==> src/rtl/clk_en_gen_pkg.sv <==
// Types shared by the clock-enable generator and its lanes.
// Also holds the config-write legality check.
package clk_en_gen_pkg;

  localparam int CFG_CH_W  = 8;
  localparam int CFG_DIV_W = 8;

  typedef enum logic {
    IDLE   = 1'b0,
    ACTIVE = 1'b1
  } ch_state_e;

  typedef struct packed {
    logic [CFG_CH_W-1:0]  ch;
    logic [CFG_DIV_W-1:0] div;
    logic [CFG_DIV_W-1:0] phase;
  } clk_en_cfg_t;

  function automatic logic cfg_bad(
    input int unsigned ch,
    input int unsigned div,
    input int unsigned phase,
    input int unsigned num
  );
    return (ch >= num) || ((div != 0) && (phase >= div));
  endfunction

endpackage

==> src/rtl/tb_param.sv <==
// Shared elaboration constants for the clock-enable fabric.
package tb_param;
  localparam int NUM_CLK_EN = 4;
endpackage

==> src/rtl/clk_en_ch.sv <==
// One enable lane: IDLE/ACTIVE FSM with a reloading down-counter.
// Pending config is taken while idle or at the lane's wrap.
module clk_en_ch
  import clk_en_gen_pkg::*;
#(
  parameter int DIV_W = 8
) (
  input  logic             clk,
  input  logic             rst_n,
  input  logic             i_run,
  input  logic             i_apply,
  input  logic [DIV_W-1:0] i_div,
  input  logic [DIV_W-1:0] i_phase,
  output logic             o_ack,
  output logic             o_clk_en,
  output logic             o_active
);

  ch_state_e        r_state;
  logic [DIV_W-1:0] r_div;
  logic [DIV_W-1:0] r_phase;
  logic [DIV_W-1:0] r_cnt;
  logic             r_en;

  logic             w_wrap;
  logic [DIV_W-1:0] w_div;
  logic [DIV_W-1:0] w_phase;

  assign w_wrap  = (r_state == ACTIVE) && (r_cnt == '0);
  assign o_ack   = i_apply && ((r_state == IDLE) || w_wrap);
  assign w_div   = o_ack ? i_div   : r_div;
  assign w_phase = o_ack ? i_phase : r_phase;

  assign o_clk_en = r_en;
  assign o_active = (r_state == ACTIVE);

  always_ff @(posedge clk or negedge rst_n) begin
    if (!rst_n) begin
      r_state <= IDLE;
      r_div   <= '0;
      r_phase <= '0;
      r_cnt   <= '0;
      r_en    <= 1'b0;
    end else begin
      r_div   <= w_div;
      r_phase <= w_phase;
      unique case (r_state)
        IDLE: begin
          r_en <= 1'b0;
          if (i_run && (w_div != '0)) begin
            r_state <= ACTIVE;
            r_cnt   <= w_phase;
          end
        end
        ACTIVE: begin
          if (!i_run) begin
            r_state <= IDLE;
            r_en    <= 1'b0;
            r_cnt   <= '0;
          end else if (w_wrap) begin
            r_en <= 1'b1;
            // div=0 at the wrap: emit this pulse, then park
            if (w_div == '0) begin
              r_state <= IDLE;
              r_cnt   <= '0;
            end else begin
              r_cnt <= w_div - DIV_W'(1);
            end
          end else begin
            r_en  <= 1'b0;
            r_cnt <= r_cnt - DIV_W'(1);
          end
        end
        default: begin
          r_state <= IDLE;
          r_en    <= 1'b0;
        end
      endcase
    end
  end

endmodule

==> src/rtl/clk_en_gen.sv <==
// Programmable per-lane clock-enable generator with a single
// validated config slot shared by all lanes.
module clk_en_gen
  import clk_en_gen_pkg::*;
#(
  parameter int NUM_CLK_EN = tb_param::NUM_CLK_EN,
  parameter int DIV_W      = CFG_DIV_W,
  parameter int CH_W       = (NUM_CLK_EN > 1) ? $clog2(NUM_CLK_EN) : 1
) (
  input  logic                  clk,
  input  logic                  rst_n,
  input  logic                  run,
  input  logic                  cfg_valid,
  output logic                  cfg_ready,
  input  logic [CH_W-1:0]       cfg_ch,
  input  logic [DIV_W-1:0]      cfg_div,
  input  logic [DIV_W-1:0]      cfg_phase,
  output logic [NUM_CLK_EN-1:0] clk_en,
  output logic [NUM_CLK_EN-1:0] ch_active,
  output logic                  cfg_err
);

  clk_en_cfg_t           r_slot;
  logic                  r_slot_vld;
  logic                  r_err;

  logic                  w_fire;
  logic                  w_bad;
  logic [NUM_CLK_EN-1:0] w_ack;

  assign cfg_ready = !r_slot_vld;
  assign cfg_err   = r_err;
  assign w_fire    = cfg_valid && cfg_ready;
  assign w_bad     = cfg_bad(32'(cfg_ch), 32'(cfg_div),
                             32'(cfg_phase), NUM_CLK_EN);

  always_ff @(posedge clk or negedge rst_n) begin
    if (!rst_n) begin
      r_slot_vld <= 1'b0;
      r_slot     <= '0;
      r_err      <= 1'b0;
    end else begin
      r_err <= w_fire && w_bad;
      if (w_fire && !w_bad) begin
        r_slot_vld <= 1'b1;
        r_slot     <= '{ch:    CFG_CH_W'(cfg_ch),
                        div:   CFG_DIV_W'(cfg_div),
                        phase: CFG_DIV_W'(cfg_phase)};
      end else if (|w_ack) begin
        r_slot_vld <= 1'b0;
      end
    end
  end

  for (genvar g = 0; g < NUM_CLK_EN; g++) begin : g_lane
    clk_en_ch #(
      .DIV_W (DIV_W)
    ) u_ch (
      .clk      (clk),
      .rst_n    (rst_n),
      .i_run    (run),
      .i_apply  (r_slot_vld && (r_slot.ch == CFG_CH_W'(g))),
      .i_div    (DIV_W'(r_slot.div)),
      .i_phase  (DIV_W'(r_slot.phase)),
      .o_ack    (w_ack[g]),
      .o_clk_en (clk_en[g]),
      .o_active (ch_active[g])
    );
  end

endmodule

==> config.mk <==
export PLATFORM = sky130hd
export DESIGN_NAME = clk_en_gen
export DESIGN_NICKNAME = d
export VERILOG_FILES = /design/src/rtl/clk_en_gen_pkg.sv /design/src/rtl/tb_param.sv /design/src/rtl/clk_en_ch.sv /design/src/rtl/clk_en_gen.sv
export SDC_FILE = /design/constraint.sdc
export NUM_CORES = 1
export LEC_CHECK = 0
export ABC_CLOCK_PERIOD_IN_PS = 4300
export CAP_MARGIN = 40
export CORE_MARGIN = 2
export CORE_UTILIZATION = 45
export CTS_CLUSTER_DIAMETER = 30
export CTS_CLUSTER_SIZE = 14
export DETAILED_ROUTE_END_ITERATION = 10
export HOLD_SLACK_MARGIN = 0.08
export PLACE_DENSITY_LB_ADDON = 0.2
export SLEW_MARGIN = 40
export SYNTH_ARGS = -nofsm -noshare
export SYNTH_HDL_FRONTEND = slang
export SYNTH_SLANG_ARGS = --single-unit
==> constraint.sdc <==
create_clock -name clk -period 4.3 [get_ports clk]
set_input_delay 0.86 -clock clk [delete_from_list [all_inputs] [get_ports clk]]
set_output_delay 0.86 -clock clk [all_outputs]
set_load 0.03 [all_outputs]
==> implementation parameters, run 1 <==
Parameter                              Value

Power and ir drop
  P per Cell Area    between 700 and 800 nW/µm²
  Max IR drop VDD    approximately 0.33 mV
  Leakage component of the power    approximately 4 nW
  Total power    around 0.007 W

Place
  DPL Wire Length    roughly 15000 µm
  Port buffer count    31
  Pre-CTS setup slack    just over 500 ps
  Gpl congestion    0.8732

Floorplan
  Core Footprint    approximately 17000 µm²
  Full die area    18070 µm²
  Vertical extent of the die    134.4 µm
  Rows    47
  Boundary Pins    32
  Initial core utilization    between 40% and 50%
  Die width    roughly 130 µm

Detailed routing
  Total detailed-routing wirelength    approximately 21000 µm
  First-pass DRT Iterations    5
  Wire length per cell    just under 20 µm
  Routed Antenna Nets    0
  Via Count    ~6500
  Vias per cell    6.046
  Remaining design rule violation count    0
  Number of violations reported at the end of detailed-routing iteration 0    between 500 and 600

Yosys
  Count of flip-flops with a built-in enable after synthesis    0
  Top FF cell, synth    sky130_fd_sc_hd__dfrtp_1
  Simple-Gate Fraction of Synth Area    between 10% and 20%
  Fraction of synthesized area in multiplexers    around an eighth
  Dominant combinational cell family by area after synthesis    simple AND/OR/NAND/NOR gates
  Post-Syn Nets    about 860
  Xor and xnor fraction of the mapped netlist area    under 10%
  Number of instances in the synthesized netlist    817
  Mean instance size in the synthesized netlist    9.368 µm²
  Portion of the post-synthesis area used by sequential elements    40.54%
  Count of yosys warnings during synthesis    0
  Share of the synthesized area in compound gates (AO/OA/AOI/OAI)    between 10 and 15%
  Distinct cells, synth    70
  Share of synthesized flip-flops with an asynchronous set or reset    100.0%
  Register bit total from synthesis    roughly 120
  Adder-cell share of the synthesized area    3.923%
  Post-synthesis instance area    around 7700 µm²

Setup path
  Critical Path End Type    flop
  Kind of start point of the critical path    flop
  Critical path start-end classification    flop to flop
  Peak fanout along the critical path    10
  Data required time at the worst endpoint    4610 ps
  Data arrival, critical path    around 4200 ps

Global routing
  Grt total ovfl    0
  First-pass GRT wire length    around 35000 µm
  Number of global-route vias before repair    6423
  Met2 Track Usage GR    between 30% and 40%
  Largest net degree at the start of global routing    70
  Peak-usage layer in the global routing report    met2
  Met1 track utilization from global routing    between 30% and 40%
  Initial antenna violation count    0
  Global-route track usage on met3    4.989%
  Overall routing resource usage    around 25%

Timing
  Final slew viol count    0
  Hold violation total from the final report    0
  Unrepaired setup endpoints after global routing    false
  Min Tclk post-route    3905 ps
  Accumulated negative setup slack    0 ps
  Headroom to the max-slew limit    roughly half
  Worst hold slack after final layout    458.5 ps
  Finish-stage setup viols    0
  Slew at the pin closest to its max-slew limit    757.9 ps
  Post-route fraction of the period consumed by the critical path    roughly nine tenths
  Clk_skew    8.270 ps
  Fmax    around 260 MHz
  Post-route setup slack    roughly 400 ps

CTS
  Clock insertion delay at the later pin of the skew report    420 ps
  CTS HTree Levels    4
  Buffer count from post-CTS setup fixing    0
  TritonCTS buffer count    17
  Bufs on Longest Clock Path    2
  TritonCTS clock tree    done
  Count of clock tree sinks    about 120
  Number of cells upsized or downsized after cts    0
  Clock input transition at the sequential cells of the worst setup and hold paths    50 ps
  CTS root buffer    sky130_fd_sc_hd__clkbuf_16
  Hold buffers post-CTS    0

Status
  Run status    complete, no violations

Finish
  Layout cells sized above 1    roughly an eighth
  Post-layout utilization of the core    between 50% and 60%
  Number of nets at the end of the flow    slightly below 900
  Antenna diodes    0
  Fill cell total of the finished layout    about 1500
  Growth of design area from synthesis to finish    13.80%

Run
  Max-cap check violation count    0

Worst hold path
  Tightest Hold Check Type    input pin to asynchronous set/reset pin
## logic make-up (layout without fill, tap and decap cells)
family,after synthesis,count (layout)
buffers and inverters,92,122
AOI/OAI and AO/OA,159,159
and+or+nand+nor,290,290
DFF,124,124
adders and majority gates,24,24
muxes,94,94
xor gates and xnor gates,34,34
## metrics by stage
stage | std cells | cell area, µm²
detailed placement | 1037 | 8143
global route | 1067 | 8710
floorplan | 817 | 7654
finish | 1067 | 8710
global placement | 1037 | 8133
CTS | 1067 | 8710
## layout make-up
class                   count  area (µm²)  area share (%)
repair buffers             43       414.1           4.755
flip-flops and latches    124        3103           35.63
clock inverters             8       92.59           1.063
well taps                 220       275.3           3.160
multi-input cells         601        4167           47.84
inverters                  49       183.9           2.112
clock buffers              22       474.2           5.445
## critical path, stage by stage (launching register included)
cell and delay (ps):
sky130_fd_sc_hd__dfrtp_1 420, sky130_fd_sc_hd__inv_1 100, sky130_fd_sc_hd__ha_1 200, sky130_fd_sc_hd__or3b_2 510
sky130_fd_sc_hd__o21ai_4 290, sky130_fd_sc_hd__nand2_2 130, sky130_fd_sc_hd__nand2_1 80, sky130_fd_sc_hd__o21ai_0 140
sky130_fd_sc_hd__inv_1 130, sky130_fd_sc_hd__ha_1 190, sky130_fd_sc_hd__nor4b_1 490, sky130_fd_sc_hd__o211ai_1 310
sky130_fd_sc_hd__and3_1 390, sky130_fd_sc_hd__a221o_1 310, sky130_fd_sc_hd__o21a_1 110
## metal layers
layer,wire length (µm),part of all wire (%),vias up
met4,486,2.3,0
met2,10160,48,207
li1,-,-,2991
met5,0,0,-
met3,983,4.6,33
met1,9586,45,3220
## report_power, final
| part | internal [W] | switching (W) | total, W |
|---|---|---|---|
| combinational | 0.00135 | 0.00170 | 0.00305 |
| sequential | 0.00167 | 0.000724 | 0.00239 |
| clock | 0.000886 | 0.000511 | 0.00140 |
## state kept, by name, indices dropped and copies added (netlist names)
register              flops
g_lane.u_ch.r_div        32
cfg_err                   1
g_lane.u_ch.r_cnt        32
g_lane.u_ch.o_clk_en      4
r_slot                   18
g_lane.u_ch.r_phase      32
r_slot_vld                1
g_lane.u_ch.o_active      4
## final timing paths
kind	startpoint	endpoint	slack [ps]	depth (start not counted)
setup / recovery	g_lane[0].u_ch.r_cnt[0]	g_lane[0].u_ch.r_cnt[2]	400	14
hold / removal	rst_n	g_lane[3].u_ch.r_phase[5]	460	1
setup reg to reg	g_lane[0].u_ch.r_cnt[0]	g_lane[0].u_ch.r_cnt[2]	400	14
hold reg to reg	g_lane[0].u_ch.r_phase[6]	g_lane[0].u_ch.r_phase[6]	490	2
max in group asynchronous	rst_n	g_lane[0].u_ch.r_cnt[6]	3090	2
min in group clk	g_lane[0].u_ch.r_phase[6]	g_lane[0].u_ch.r_phase[6]	490	2
## layout by cell type, fill, tap and decap left out, types with 4 or more instances in the layout
master / count
sky130_fd_sc_hd__ha_1: 24
sky130_fd_sc_hd__nand3b_1: 4
sky130_fd_sc_hd__inv_1: 49
sky130_fd_sc_hd__o22ai_1: 11
sky130_fd_sc_hd__o21ai_0: 20
sky130_fd_sc_hd__nor2_1: 53
sky130_fd_sc_hd__and3_1: 10
sky130_fd_sc_hd__o221ai_1: 9
sky130_fd_sc_hd__clkdlybuf4s50_1: 30
sky130_fd_sc_hd__o31ai_1: 7
sky130_fd_sc_hd__dfrtp_1: 124
sky130_fd_sc_hd__and2_1: 4
sky130_fd_sc_hd__a31oi_1: 10
sky130_fd_sc_hd__nor4_1: 10
sky130_fd_sc_hd__o211ai_1: 9
sky130_fd_sc_hd__xor2_1: 16
sky130_fd_sc_hd__nand4_1: 6
sky130_fd_sc_hd__clkinv_2: 5
sky130_fd_sc_hd__mux2_2: 45
sky130_fd_sc_hd__xnor2_1: 18
sky130_fd_sc_hd__or3_1: 7
sky130_fd_sc_hd__nor2b_1: 4
sky130_fd_sc_hd__nor3b_1: 8
sky130_fd_sc_hd__a21o_1: 4
sky130_fd_sc_hd__a211oi_1: 8
sky130_fd_sc_hd__nor3_1: 27
sky130_fd_sc_hd__mux2i_1: 46
sky130_fd_sc_hd__o32ai_1: 15
sky130_fd_sc_hd__nand2_1: 113
sky130_fd_sc_hd__a21oi_1: 31
sky130_fd_sc_hd__clkbuf_16: 17
sky130_fd_sc_hd__buf_4: 11
sky130_fd_sc_hd__or4_1: 6
sky130_fd_sc_hd__nand3_1: 14
## cell usage after synthesis (all sizes together), types with 3 or more instances
| cell | number | share of area, % |
|---|---|---|
| mux2 | 48 | 7.2 |
| or3 | 7 | 0.57 |
| xor2 | 16 | 1.8 |
| clkbuf | 25 | 1.2 |
| xnor2 | 18 | 2.1 |
| nor2b | 4 | 0.33 |
| a21boi | 3 | 0.29 |
| o21ai | 23 | 1.8 |
| o31ai | 7 | 0.69 |
| buf | 18 | 1.5 |
| o22ai | 11 | 0.90 |
| o32ai | 15 | 1.7 |
| dfrtp | 124 | 41 |
| inv | 49 | 2.4 |
| a21o | 4 | 0.39 |
| nand2 | 116 | 5.8 |
| nor3 | 28 | 1.9 |
| or4 | 8 | 0.88 |
| a311oi | 3 | 0.34 |
| a31oi | 10 | 0.82 |
| mux2i | 46 | 6.0 |
| a41oi | 3 | 0.34 |
| o21a | 3 | 0.29 |
| and3 | 10 | 0.82 |
| nor4b | 3 | 0.34 |
| a221oi | 3 | 0.34 |
| ha | 24 | 3.9 |
| or2 | 4 | 0.33 |
| nor4 | 14 | 1.5 |
| nand4 | 6 | 0.49 |
| nand3b | 4 | 0.39 |
| a21oi | 31 | 2.0 |
| nand3 | 14 | 0.92 |
| nor3b | 8 | 0.78 |
| nor2 | 54 | 2.7 |
| and2 | 4 | 0.33 |
| o211ai | 9 | 0.88 |
| a211oi | 8 | 0.78 |
| o221ai | 9 | 1.0 |
Note: power is estimated with default switching activity, not from simulation.
==> run 2, diff against run 1 <==
--- a/config.mk
+++ b/config.mk
@@ -8,7 +8,7 @@
 export ABC_CLOCK_PERIOD_IN_PS = 4300
 export CAP_MARGIN = 40
 export CORE_MARGIN = 2
-export CORE_UTILIZATION = 45
+export CORE_UTILIZATION = 30
 export CTS_CLUSTER_DIAMETER = 30
 export CTS_CLUSTER_SIZE = 14
 export DETAILED_ROUTE_END_ITERATION = 10
==> implementation parameters, run 2 (synthesis gave the netlist of run 1 again) <==
Parameter                              Value

Timing
  Worst hold slack after final layout    435.8 ps (was 458.5 ps)
  Accumulated negative setup slack    0 ps (unchanged)
  Fmax    270.1 MHz (was 256.1 MHz)
  Finish-stage setup viols    0 (unchanged)
  Hold violation total from the final report    0 (unchanged)
  Clk_skew    6.624 ps (was 8.270 ps)
  Unrepaired setup endpoints after global routing    false (unchanged)
  Headroom to the max-slew limit    48.29% (was 49.29%)
  Final slew viol count    0 (unchanged)
  Slew at the pin closest to its max-slew limit    768.5 ps (was 757.9 ps)
  Min Tclk post-route    3702 ps (was 3905 ps)
  Post-route fraction of the period consumed by the critical path    86.10% (was 90.80%)

Finish
  Registers with the highest flip-flop counts    g_lane.u_ch.r_cnt x32, g_lane.u_ch.r_div x32, g_lane.u_ch.r_phase x32 (unchanged)
  Commonest non-fill, non-tap cell in the layout    sky130_fd_sc_hd__dfrtp_1 (unchanged)
  Layout cells sized above 1    13.84% (was 12.75%)
  Antenna diodes    0 (unchanged)
  Leading cell types in the layout, fill and taps excluded    124 x sky130_fd_sc_hd__dfrtp_1, 113 x sky130_fd_sc_hd__nand2_1, 53 x sky130_fd_sc_hd__nor2_1 (unchanged)
  Growth of design area from synthesis to finish    16.69% (was 13.80%)
  Number of nets at the end of the flow    894 (was 882)
  Final instance area    8931 µm² (was 8710 µm²)
  Fill cell total of the finished layout    2628 (was 1507)

Global routing
  Largest net degree at the start of global routing    67 (was 70)
  Met1 track utilization from global routing    25.17% (was 33.87%)
  Number of global-route vias before repair    6325 (was 6423)
  Global-route track usage on met3    3.081% (was 4.989%)
  Grt total ovfl    0 (unchanged)
  Overall routing resource usage    17.89% (was 24.82%)
  Initial antenna violation count    0 (unchanged)
  First-pass GRT wire length    36400 µm (was 34860 µm)
  Peak-usage layer in the global routing report    met2 (unchanged)
  Met2 Track Usage GR    27.88% (was 39.48%)

Floorplan
  Core Footprint    25110 µm² (was 16580 µm²)
  Boundary Pins    32 (unchanged)
  Die width    163.7 µm (was 134.4 µm)
  Vertical extent of the die    163.7 µm (was 134.4 µm)
  Rows    58 (was 47)
  Full die area    26810 µm² (was 18070 µm²)
  Initial core utilization    30.48% (was 46.15%)

Setup path
  Kind of start point of the critical path    flop (unchanged)
  Capture point of the worst reg-to-reg path    g_lane[1].u_ch.r_cnt[4] (was g_lane[0].u_ch.r_cnt[2])
  R2R cell count    12 (was 14)
  Peak fanout along the critical path    9 (was 10)
  Data required time at the worst endpoint    4570 ps (was 4610 ps)
  CP Launch Point    g_lane[1].u_ch.r_cnt[0] (was g_lane[0].u_ch.r_cnt[0])
  R2R Path Start    g_lane[1].u_ch.r_cnt[0] (was g_lane[0].u_ch.r_cnt[0])
  Register-to-register setup slack    600 ps (was 400 ps)
  Termination of the worst setup path    g_lane[1].u_ch.r_cnt[4] (was g_lane[0].u_ch.r_cnt[2])
  Critical Path End Type    flop (unchanged)
  Data arrival, critical path    3970 ps (was 4210 ps)
  Critical path start-end classification    flop to flop (unchanged)

Status
  Run status    complete, no violations (unchanged)

CTS
  Clock input transition at the sequential cells of the worst setup and hold paths    60 ps (was 50 ps)
  Buffer count from post-CTS setup fixing    0 (unchanged)
  Clock insertion delay at the later pin of the skew report    420 ps (about the same)
  CTS root buffer    sky130_fd_sc_hd__clkbuf_16 (unchanged)
  Number of cells upsized or downsized after cts    0 (unchanged)
  TritonCTS clock tree    done (unchanged)
  Hold buffers post-CTS    0 (unchanged)
  Count of clock tree sinks    124 (unchanged)
  Bufs on Longest Clock Path    2 (unchanged)
  TritonCTS buffer count    17 (unchanged)
  CTS HTree Levels    4 (unchanged)

Run
  Max-cap check violation count    0 (unchanged)

Power and ir drop
  P per Cell Area    779.6 nW/µm² (was 785.5 nW/µm²)
  Leakage component of the power    4.007 nW (was 3.949 nW)
  Max IR drop VDD    0.3022 mV (was 0.3341 mV)

Place
  Port buffer count    31 (unchanged)
  Gpl congestion    0.8400 (was 0.8732)
  Post-DP Area    8352 µm² (was 8143 µm²)
  DPL Wire Length    16270 µm (was 15060 µm)

Detailed routing
  Number of violations reported at the end of detailed-routing iteration 0    426 (was 560)
  Total detailed-routing wirelength    22840 µm (was 21220 µm)
  Vias per cell    5.293 (was 6.046)
  Wire length per cell    19.19 µm (was 19.88 µm)
  Routed Antenna Nets    0 (unchanged)
  First-pass DRT Iterations    6 (was 5)
  Via Count    6299 (was 6451)
  Remaining design rule violation count    0 (unchanged)

Worst hold path
  Tightest Hold Check Type    input pin to asynchronous set/reset pin (unchanged)
==> run 2: per-stage QoR <==
stage	cells	power, W	util (%)	setup slack, ps
finish	1190	0.006962	35.57	597.8
CTS	1190	0.006976	35.57	618.9
global route	1190	0.007479	35.57	276.3
global placement	1159	0.005530	33.26	747.2
detailed placement	1159	0.005509	33.26	641.2
floorplan	817	0.004424	-	575.0
==> run 2: how the worst min path moves through the flow <==
stage                                endpoint                      start  depth (start not counted)
global route          g_lane[2].u_ch.r_div[4]                      rst_n                          1
CTS                 g_lane[2].u_ch.r_phase[5]                      rst_n                          1
floorplan           g_lane[1].u_ch.r_phase[1]  g_lane[1].u_ch.r_phase[1]                          2
detailed placement  g_lane[1].u_ch.r_phase[1]  g_lane[1].u_ch.r_phase[1]                          2
finish                g_lane[2].u_ch.r_div[4]                      rst_n                          1
global placement    g_lane[1].u_ch.r_phase[1]  g_lane[1].u_ch.r_phase[1]                          2
==> run 2: final cells by class <==
cell class | instances | area [µm²] | area share [%]
clock buffers | 24 | 491.7 | 5.506
clock inverters | 7 | 87.58 | 0.9807
inverters | 49 | 183.9 | 2.059
multi-input cells | 601 | 4160 | 46.58
flip-flops and latches | 124 | 3103 | 34.74
well taps | 330 | 412.9 | 4.623
repair buffers | 55 | 491.7 | 5.506
==> run 2: where the power goes <==
| group | switching, W | leakage (nW) | internal, W |
|---|---|---|---|
| combinational | 0.00185 | 2.16 | 0.00140 |
| sequential | 0.000618 | 1.56 | 0.00167 |
| clock | 0.000521 | 0.286 | 0.000907 |
| total | 0.00299 | 4.01 | 0.00398 |
==> run 2: metal layers <==
metal	wire, µm	vias to the layer above
met4	387	0
met5	0	-
met1	11180	3137
met3	776	30
li1	-	3012
met2	10490	120
==> run 2: critical path, stage by stage (launching register included) <==
cell,delay [ps]
sky130_fd_sc_hd__dfrtp_1,410
sky130_fd_sc_hd__inv_1,90
sky130_fd_sc_hd__ha_1,160
sky130_fd_sc_hd__or3b_2,490
sky130_fd_sc_hd__o21ai_4,250
sky130_fd_sc_hd__nand2_2,180
sky130_fd_sc_hd__mux2i_1,310
sky130_fd_sc_hd__ha_1,330
sky130_fd_sc_hd__nor4b_1,350
sky130_fd_sc_hd__a21boi_1,410
sky130_fd_sc_hd__a31oi_1,200
sky130_fd_sc_hd__o21ai_0,250
sky130_fd_sc_hd__o32ai_1,100
==> run 3, diff against run 2 <==
--- a/config.mk
+++ b/config.mk
@@ -7,6 +7,7 @@
 export LEC_CHECK = 0
 export ABC_CLOCK_PERIOD_IN_PS = 4300
 export CAP_MARGIN = 40
+export CORE_ASPECT_RATIO = 1.75
 export CORE_MARGIN = 2
 export CORE_UTILIZATION = 30
 export CTS_CLUSTER_DIAMETER = 30
==> implementation parameters, run 3 (synthesis gave the netlist of run 1 again) <==
Parameter                              Value

Status
  Run status    complete, no violations (unchanged)

Global routing
  First-pass GRT wire length    38160 µm (was 36400 µm)
  Initial antenna violation count    0 (unchanged)
  Number of global-route vias before repair    6559 (was 6325)
  Overall routing resource usage    18.76% (was 17.89%)
  Grt total ovfl    0 (unchanged)
  Largest net degree at the start of global routing    86 (was 67)

Timing
  Accumulated negative setup slack    0 ps (unchanged)
  Headroom to the max-slew limit    45.81% (was 48.29%)
  Unrepaired setup endpoints after global routing    false (unchanged)
  Min Tclk post-route    3792 ps (was 3702 ps)
  Post-route fraction of the period consumed by the critical path    88.18% (was 86.10%)
  Fmax    263.7 MHz (was 270.1 MHz)
  Hold violation total from the final report    0 (unchanged)
  Slew at the pin closest to its max-slew limit    811.2 ps (was 768.5 ps)
  Final slew viol count    0 (unchanged)
  Finish-stage setup viols    0 (unchanged)
  Clk_skew    7.201 ps (was 6.624 ps)

Setup path
  Slowest cell delay on critical path    500 ps (was 490 ps)
  Data required time at the worst endpoint    4630 ps (was 4570 ps)
  Critical path start-end classification    flop to flop (unchanged)
  Worst-path cell with the longest stage delay    sky130_fd_sc_hd__or3b_2 (unchanged)
  Peak fanout along the critical path    10 (was 9)
  R2R cell count    14 (was 12)
  Data arrival, critical path    4120 ps (was 3970 ps)
  Critical path cell sequence    inv_1, ha_1, or3b_2, o21ai_4, nand2_2, nand2_1, o21ai_0, inv_1, ha_1, nor4b_1, nand4_1, and3_1, a221o_1, o21a_1 (was inv_1, ha_1, or3b_2, o21ai_4, nand2_2, mux2i_1, ha_1, nor4b_1, a21boi_1, a31oi_1, o21ai_0, o32ai_1)
  Kind of start point of the critical path    flop (unchanged)
  Critical Path End Type    flop (unchanged)

Place
  DPL Wire Length    18460 µm (was 16270 µm)
  Port buffer count    31 (unchanged)
  Gpl congestion    0.8294 (was 0.8400)

Finish
  Leading cell types in the layout, fill and taps excluded    124 x sky130_fd_sc_hd__dfrtp_1, 113 x sky130_fd_sc_hd__nand2_1, 53 x sky130_fd_sc_hd__nor2_1 (unchanged)
  Registers with the highest flip-flop counts    g_lane.u_ch.r_cnt x32, g_lane.u_ch.r_div x32, g_lane.u_ch.r_phase x32 (unchanged)
  Sequential cell area    3103 µm² (unchanged)
  Growth of design area from synthesis to finish    16.71% (was 16.69%)
  Number of nets at the end of the flow    892 (was 894)
  Antenna diodes    0 (unchanged)
  Footprint of the multi-input gates    4164 µm² (was 4160 µm²)
  Commonest non-fill, non-tap cell in the layout    sky130_fd_sc_hd__dfrtp_1 (unchanged)
  Layout cells sized above 1    14.10% (was 13.84%)
  Fill cell total of the finished layout    2523 (was 2628)

Floorplan
  Rows    77 (was 58)
  Initial core utilization    30.44% (was 30.48%)
  Die width    124.7 µm (was 163.7 µm)
  Boundary Pins    32 (unchanged)
  Full die area    26860 µm² (was 26810 µm²)
  Core Footprint    25150 µm² (was 25110 µm²)
  Vertical extent of the die    215.3 µm (was 163.7 µm)

CTS
  Buffer count from post-CTS setup fixing    0 (unchanged)
  TritonCTS clock tree    done (unchanged)
  Clock input transition at the sequential cells of the worst setup and hold paths    60 ps (about the same)
  Bufs on Longest Clock Path    2 (unchanged)
  TritonCTS buffer count    17 (unchanged)
  CTS HTree Levels    4 (unchanged)
  Hold buffers post-CTS    0 (unchanged)
  Clock insertion delay at the later pin of the skew report    440 ps (was 420 ps)
  Count of clock tree sinks    124 (unchanged)
  CTS root buffer    sky130_fd_sc_hd__clkbuf_16 (unchanged)
  Number of cells upsized or downsized after cts    0 (unchanged)

Detailed routing
  First-pass DRT Iterations    5 (was 6)
  Via Count    6326 (was 6299)
  Remaining design rule violation count    0 (unchanged)
  Wire length per cell    20.97 µm (was 19.19 µm)
  Vias per cell    5.388 (was 5.293)
  Routed Antenna Nets    0 (unchanged)
  Number of violations reported at the end of detailed-routing iteration 0    432 (was 426)
  Total detailed-routing wirelength    24620 µm (was 22840 µm)

Run
  Max-cap check violation count    0 (unchanged)

Power and ir drop
  Max IR drop VDD    0.3982 mV (was 0.3022 mV)
  Total power    0.007062 W (was 0.006962 W)
  Leakage component of the power    4.008 nW (was 4.007 nW)
  P per Cell Area    790.7 nW/µm² (was 779.6 nW/µm²)

Worst hold path
  Tightest Hold Check Type    input pin to asynchronous set/reset pin (unchanged)
## run 3: changes by cell type in the layout (fill, tap and decap cells not counted)
cell | before | now
sky130_fd_sc_hd__a21boi_1 | 3 | 2
sky130_fd_sc_hd__a21boi_2 | 0 | 1
sky130_fd_sc_hd__buf_2 | 0 | 1
sky130_fd_sc_hd__buf_4 | 24 | 21
sky130_fd_sc_hd__buf_6 | 1 | 0
sky130_fd_sc_hd__buf_8 | 0 | 1
sky130_fd_sc_hd__bufinv_16 | 2 | 3
sky130_fd_sc_hd__clkbuf_1 | 3 | 0
sky130_fd_sc_hd__clkbuf_8 | 4 | 3
sky130_fd_sc_hd__clkinvlp_4 | 1 | 3
sky130_fd_sc_hd__inv_6 | 0 | 1
## run 3: per-stage QoR
step | setup slack (ps) | instances | util, % | hold slack (ps) | instance area, µm²
after floorplan | 575.0 | 817 | - | 445.7 | 7654
after global placement | 575.1 | 1142 | 33.07 | 458.5 | 8315
after detailed placement | 507.9 | 1142 | 33.08 | 470.9 | 8319
after CTS | 491.9 | 1173 | 35.50 | 451.6 | 8927
after global routing | 47.77 | 1174 | 35.52 | 485.4 | 8932
final | 508.3 | 1174 | 35.52 | 413.0 | 8932
## run 3: path summary, 6_finish.rpt
path / endpoint / slack (ps) / from
min reg2reg: g_lane[1].u_ch.r_phase[1] / 480 / g_lane[1].u_ch.r_phase[1]
max in group asynchronous: g_lane[1].u_ch.r_div[2] / 3050 / rst_n
max reg2reg: g_lane[0].u_ch.r_cnt[2] / 510 / g_lane[0].u_ch.r_cnt[0]
min in group clk: g_lane[1].u_ch.r_phase[1] / 480 / g_lane[1].u_ch.r_phase[1]
max: g_lane[0].u_ch.r_cnt[2] / 510 / g_lane[0].u_ch.r_cnt[0]
min: r_slot[9] / 410 / rst_n
## run 3: routing by layer
metal  up-vias  wire length [µm]  GRT usage, %
li1       3007                 -             -
met1      3120              9060         18.90
met2       133             13580         35.54
met3        66               512         2.340
met4         0              1469         12.47
met5         -                 0             0
## run 3: report_power, final
group / leakage [nW] / switching [W] / internal (W)
clock: 0.294 / 0.000564 / 0.000950
combinational: 2.15 / 0.00183 / 0.00139
sequential: 1.56 / 0.000661 / 0.00167
total: 4.01 / 0.00306 / 0.00400
## run 3: worst max-delay path, delay by kind of cell, from the launching register on
family,cells,cell delay [ps]
simple gates,6,1830
buf+inv,2,220
flops,1,420
compound gates,4,840
fa+ha+maj,2,370
## run 3: layout make-up
type,count,share of cell area (%)
Tap cell,316,4.426
Multi-Input combinational cell,601,46.62
Sequential cell,124,34.74
Clock buffer,20,5.225
Timing Repair Buffer,53,5.351
Inverter,49,2.059
Clock inverter,11,1.583
